--- src/rtl/fir_xifu_lsu_resp.sv ---
// XIFU memory response tracker: matches in-order XIF mem_result beats to issued
// loads/stores, hands load data to the regfile and reports bus/protocol errors.
module fir_xifu_lsu_resp #(
  parameter int DEPTH = 4,
  parameter int ID_W  = 4
) (
  input  logic                     clk_i,
  input  logic                     rst_ni,
  input  logic                     clear_i,
  input  logic                     issue_valid_i,
  output logic                     issue_ready_o,
  input  logic [ID_W-1:0]          issue_id_i,
  input  logic [4:0]               issue_rd_i,
  input  logic                     issue_we_i,
  input  logic                     result_valid_i,
  input  logic [ID_W-1:0]          result_id_i,
  input  logic [31:0]              result_rdata_i,
  input  logic                     result_err_i,
  output logic                     wb_valid_o,
  input  logic                     wb_ready_i,
  output logic [4:0]               wb_rd_o,
  output logic [31:0]              wb_data_o,
  output logic [ID_W-1:0]          wb_id_o,
  output logic                     err_o,
  output logic [1:0]               err_code_o,
  output logic [ID_W-1:0]          err_id_o,
  output logic [$clog2(DEPTH):0]   outstanding_o
);

  localparam int AW = $clog2(DEPTH);
  localparam int PW = AW + 1;

  logic [ID_W-1:0] ent_id_r   [DEPTH];
  logic [4:0]      ent_rd_r   [DEPTH];
  logic [31:0]     ent_data_r [DEPTH];
  logic [DEPTH-1:0] ent_we_r, ent_done_r, ent_err_r, ent_mm_r;

  logic [PW-1:0]   alloc_ptr_r, rsp_ptr_r, ret_ptr_r, outstanding_r;
  logic            err_r;
  logic [1:0]      err_code_r;
  logic [ID_W-1:0] err_id_r;

  logic [AW-1:0]   alloc_idx_s, rsp_idx_s, ret_idx_s;
  logic [PW-1:0]   count_s, alloc_nxt_s, rsp_nxt_s, ret_nxt_s, cnt_nxt_s;
  logic            ready_s, do_issue_s, pending_s, spurious_s, do_rsp_s, mismatch_s;
  logic            head_done_s, wb_valid_s, retire_s, bus_err_s;

  // Pointer arithmetic, event decode and retire decision for this cycle
  always_comb begin
    alloc_idx_s = alloc_ptr_r[AW-1:0];
    rsp_idx_s   = rsp_ptr_r[AW-1:0];
    ret_idx_s   = ret_ptr_r[AW-1:0];
    count_s     = alloc_ptr_r - ret_ptr_r;
    ready_s     = (count_s != PW'(DEPTH));
    do_issue_s  = issue_valid_i & ready_s;
    pending_s   = (rsp_ptr_r != alloc_ptr_r);
    spurious_s  = result_valid_i & ~pending_s;
    do_rsp_s    = result_valid_i & pending_s;
    mismatch_s  = do_rsp_s & (result_id_i != ent_id_r[rsp_idx_s]);
    head_done_s = (ret_ptr_r != rsp_ptr_r) & ent_done_r[ret_idx_s];
    wb_valid_s  = head_done_s & ~ent_err_r[ret_idx_s] & ~ent_we_r[ret_idx_s];
    retire_s    = head_done_s & (ent_we_r[ret_idx_s] | ent_err_r[ret_idx_s] | wb_ready_i);
    // Mismatched entries were already reported when the result arrived
    bus_err_s   = head_done_s & ent_err_r[ret_idx_s] & ~ent_mm_r[ret_idx_s];
    alloc_nxt_s = alloc_ptr_r + {{AW{1'b0}}, do_issue_s};
    rsp_nxt_s   = rsp_ptr_r + {{AW{1'b0}}, do_rsp_s};
    ret_nxt_s   = ret_ptr_r + {{AW{1'b0}}, retire_s};
    cnt_nxt_s   = alloc_nxt_s - ret_nxt_s;
  end

  // Pointers, per-entry status flags and the registered occupancy
  always_ff @(posedge clk_i or negedge rst_ni) begin
    if (!rst_ni) begin
      alloc_ptr_r   <= '0;
      rsp_ptr_r     <= '0;
      ret_ptr_r     <= '0;
      outstanding_r <= '0;
      ent_we_r      <= '0;
      ent_done_r    <= '0;
      ent_err_r     <= '0;
      ent_mm_r      <= '0;
    end else if (clear_i) begin
      alloc_ptr_r   <= '0;
      rsp_ptr_r     <= '0;
      ret_ptr_r     <= '0;
      outstanding_r <= '0;
      ent_done_r    <= '0;
      ent_err_r     <= '0;
      ent_mm_r      <= '0;
    end else begin
      if (do_issue_s) begin
        ent_we_r[alloc_idx_s]   <= issue_we_i;
        ent_done_r[alloc_idx_s] <= 1'b0;
        ent_err_r[alloc_idx_s]  <= 1'b0;
        ent_mm_r[alloc_idx_s]   <= 1'b0;
      end
      // rsp and alloc indices only coincide when full, where issue is blocked
      if (do_rsp_s) begin
        ent_done_r[rsp_idx_s] <= 1'b1;
        ent_err_r[rsp_idx_s]  <= mismatch_s | result_err_i;
        ent_mm_r[rsp_idx_s]   <= mismatch_s;
      end
      alloc_ptr_r   <= alloc_nxt_s;
      rsp_ptr_r     <= rsp_nxt_s;
      ret_ptr_r     <= ret_nxt_s;
      outstanding_r <= cnt_nxt_s;
    end
  end

  // Payload storage; needs no reset because the flags gate every use
  always_ff @(posedge clk_i) begin
    if (!clear_i && do_issue_s) begin
      ent_id_r[alloc_idx_s] <= issue_id_i;
      ent_rd_r[alloc_idx_s] <= issue_rd_i;
    end
    if (!clear_i && do_rsp_s) begin
      ent_data_r[rsp_idx_s] <= result_rdata_i;
    end
  end

  // Result-side errors are reported the cycle after the offending beat
  always_ff @(posedge clk_i or negedge rst_ni) begin
    if (!rst_ni) begin
      err_r      <= 1'b0;
      err_code_r <= 2'b00;
      err_id_r   <= '0;
    end else if (clear_i) begin
      err_r      <= 1'b0;
      err_code_r <= 2'b00;
      err_id_r   <= '0;
    end else if (spurious_s) begin
      err_r      <= 1'b1;
      err_code_r <= 2'b11;
      err_id_r   <= result_id_i;
    end else if (mismatch_s) begin
      err_r      <= 1'b1;
      err_code_r <= 2'b10;
      err_id_r   <= result_id_i;
    end else begin
      err_r      <= 1'b0;
      err_code_r <= 2'b00;
      err_id_r   <= '0;
    end
  end

  // Output drive; a pending result error outranks a bus error at retire
  always_comb begin
    issue_ready_o = ready_s;
    wb_valid_o    = wb_valid_s;
    wb_rd_o       = ent_rd_r[ret_idx_s];
    wb_data_o     = ent_data_r[ret_idx_s];
    wb_id_o       = ent_id_r[ret_idx_s];
    outstanding_o = outstanding_r;
    err_o         = 1'b0;
    err_code_o    = 2'b00;
    err_id_o      = '0;
    if (err_r) begin
      err_o      = 1'b1;
      err_code_o = err_code_r;
      err_id_o   = err_id_r;
    end else if (bus_err_s) begin
      err_o      = 1'b1;
      err_code_o = 2'b01;
      err_id_o   = ent_id_r[ret_idx_s];
    end else begin
      err_o      = 1'b0;
      err_code_o = 2'b00;
      err_id_o   = '0;
    end
  end

endmodule
--- config.mk ---
export PLATFORM = sky130hd
export DESIGN_NAME = fir_xifu_lsu_resp
export DESIGN_NICKNAME = d
export VERILOG_FILES = /design/src/rtl/fir_xifu_lsu_resp.sv
export SDC_FILE = /design/constraint.sdc
export NUM_CORES = 1
export LEC_CHECK = 0
export CAP_MARGIN = 20
export CORE_ASPECT_RATIO = 1.75
export CORE_MARGIN = 3
export CORE_UTILIZATION = 45
export DETAILED_ROUTE_END_ITERATION = 8
export PLACE_DENSITY = 0.74
export RECOVER_POWER = 25
export SYNTH_ARGS = -nofsm -noshare
export SYNTH_HDL_FRONTEND = slang
export SYNTH_SLANG_ARGS = --single-unit
export TNS_END_PERCENT = 10
--- constraint.sdc ---
create_clock -name clk_i -period 4.65 [get_ports clk_i]
set_input_delay 0.6975 -clock clk_i [delete_from_list [all_inputs] [get_ports clk_i]]
set_output_delay 0.6975 -clock clk_i [all_outputs]
set_load 0.02 [all_outputs]
==> metrics.csv <==
metric,value,unit
outcome,finished clean,
ys.flop_type,edfxtp_1,
cts_buffers,17,
vias_per_cell,5.48,
initial_core_util,46.6,%
pre_cts_ws,1.23,ns
max_slew_margin,29.4,%
setup_slack,0.830,ns
period_needed,3.82,ns
worstPathMaxFanout,24,
post-route-drc-count,0,
htree_levels,4,
grt.total_usage,17.7,%
power,3.98,mW
antenna_found_initial,0,
grt_pass1_wl,25700,um
finalSetupViolCount,0,
drv_slew,0,
cts_setup_buffers,0,
clk_latency,0.42,ns
hold_viol,0,
worst_setup_path_end_kind,output port,
rows,63,
die_area,0.0195,sq mm
dp_hpwl,11400,um
power_leakage,3.32,nW
synth_nets,472,
port_buffers,105,
yosys_warnings,0,
syn_area_per_cell,19.6,sq um
syn_area,0.00801,sq mm
fillerInstances,1334,
r2r_cells,12,
core_area,0.0172,sq mm
dp_cells,727,
globalplace.congestion,0.850,
startpoint_type,flip-flop,
yosysUniqueCellTypes,42,
grt_remaining_overflow,0,
grt_pass1_vias,4562,
crit_start,ret_ptr_r[0],
ant_nets,0,
cts_tree,yes,
clock_tree.root_cell,clkbuf_16,
post_cts_resized,0,
whs,0.515,ns
regToRegSetupSlack,1.44,ns
critical_path_class,flip-flop to output port,
dr.pass1.iters,4,
dr.first_iter.drc_count,315,
pin_count,106,
antenna_cells,0,
grt_max_degree,35,
rsz0062_at_grt,no,
cts_sinks,198,
finalNonFillerCells,760,
netlist_instances,409,
drive_gt1_share,19.7,%
ir_drop,0.273,mV
power_density,404,mW/mm^2
synth_edf_count,164,
area_growth,23.3,%
arrival,3.12,ns
hold_buffers,0,
die_h,182,um
yosysSeqAreaShare,72.1,%
finalSetupTns,0,ns
nets,583,
hp-class,flip-flop to flip-flop,
cts.path.max_buffers,2,
path_clk_slew,0.07,ns
async_flop_share,17.2,%
synth-seq-cells,198,
r2r-end,outstanding_o[2],
drv_cap,0,
wire_per_inst,21.4,um
totalWireLength,16300,um
fp.dieW,107,um
tightest_slew,1.06,ns
skew,0.00777,ns
crit_path_end,err_id_o[1],
fmax,262,MHz
cp.required,3.95,ns
final_min_period_over_clock_period,82.2,%
via_count,4161,
r2r-start,ret_ptr_r[1],
==> layout make-up <==
type,instances,area (sq um),share of cell area [%]
timing repair buffer,111,1110,11.2
tap,227,284,2.88
inverter,8,30.0,0.304
multi-input combinational,184,2120,21.5
clock inverter,15,120,1.22
sequential,198,5780,58.6
clock buffer,17,425,4.31
==> report_power, final <==
group	internal, mW	switching [mW]	total (mW)
combinational	0.272	0.291	0.562
clock	0.697	0.643	1.34
sequential	2.02	0.0597	2.08
total	2.99	0.994	3.98
==> layout by cell type (no fill, tap or decap), types with 2 or more instances in the layout <==
master and count:
nand2b_1 3, mux4_2 45, a21oi_1 11, clkbuf_16 17
dfrtp_1 32, nor2b_1 8, o2111ai_2 4, inv_6 5
a22o_1 4, mux2_4 4, buf_4 5, xor2_1 12
clkdlybuf4s50_1 76, clkinv_4 2, mux2i_1 8, inv_1 8
edfxtp_1 164, nand3b_1 2, ha_1 9, nand4_1 2
o31ai_1 4, dlygate4sd3_1 29, xnor2_1 8, nor2_1 11
nor2_4 3, nor3_1 2, nand4b_1 5, a211oi_1 3
nand3_1 5, nand2_1 14, clkinv_2 4, nor2_2 4
==> how the worst min path moves through the flow <==
| stage | endpoint | startpoint | cells after the start |
|---|---|---|---|
| after floorplan | alloc_ptr_r[0] | rst_ni | 0 |
| after global placement | ent_we_r[2] | ent_we_r[2] | 1 |
| after detailed placement | ent_we_r[0] | ent_we_r[0] | 1 |
| after CTS | ent_we_r[0] | ent_we_r[0] | 1 |
| after global routing | ent_we_r[1] | ent_we_r[1] | 1 |
| final | ent_we_r[0] | ent_we_r[0] | 1 |
==> cells in the mapped netlist, types with 2 or more instances <==
library cell  number  area, sq um
nor2b_1            8         50.1
nor3_1             2         10.0
dfrtp_1           34          851
clkbuf_1           6         22.5
nand3_1            5         25.0
edfxtp_1         164         4920
nor2_2             4         25.0
mux2_4             4         60.1
a211oi_1           3         22.5
mux4_2            45         1010
ha_1               9          113
buf_6              2         22.5
buf_2              8         40.0
nand3b_1           2         15.0
mux2i_1            8         80.1
nand4b_1           5         43.8
xor2_1            12          105
o31ai_1            4         30.0
nor2_1            14         52.6
xnor2_1            8         70.1
buf_4              2         15.0
nand4_1            2         12.5
nand2b_1           3         18.8
nand2_1           14         52.6
a22o_1             4         35.0
o2111ai_2          4         60.1
a21oi_1           11         55.1
inv_1              8         30.0
==> cell families (layout without fill, tap and decap cells) <==
family	Yosys count	in the layout	synth area share, %
and+or+nand+nor	63	63	4.25
adders and majority gates	10	10	1.66
xor gates and xnor gates	21	21	2.39
DFF	198	198	72.1
buffers and inverters	27	151	1.67
muxes	57	57	14.4
AOI/OAI and AO/OA	33	33	3.47
==> metal layers <==
metal  up-vias  routed length, um  GRT usage (%)
met3        16                914           3.54
met4         0                217           6.40
met1      2146               6250           21.9
met2       137               8910           30.6
li1       1862                  -              -
met5         -                  0              0
==> registers in the layout, summed over array words and instances, names as in the netlist <==
name	flops
ent_data_r	128
err_id_r	4
rsp_ptr_r	3
ret_ptr_r	3
ent_mm_r	4
ent_done_r	4
err_code_r	2
outstanding_o	3
ent_id_r	16
ent_rd_r	20
ent_we_r	4
ent_err_r	4
alloc_ptr_r	3
==> through the flow <==
step                      util (%)  cell area, sq um
final                         57.4              9870
after global routing          57.4              9870
after CTS                     57.3              9850
after detailed placement      54.1              9300
after global placement        54.1              9300
after floorplan                  -              8010
==> critical path, cell delays in order, from the launching register on <==
cell and delay (ns):
dfrtp_4 0.74, mux4_2 0.55, nand2b_1 0.18, nor3_2 0.42, a22o_1 0.21, clkdlybuf4s50_1 0.61
(Power assumes the default switching activity.)
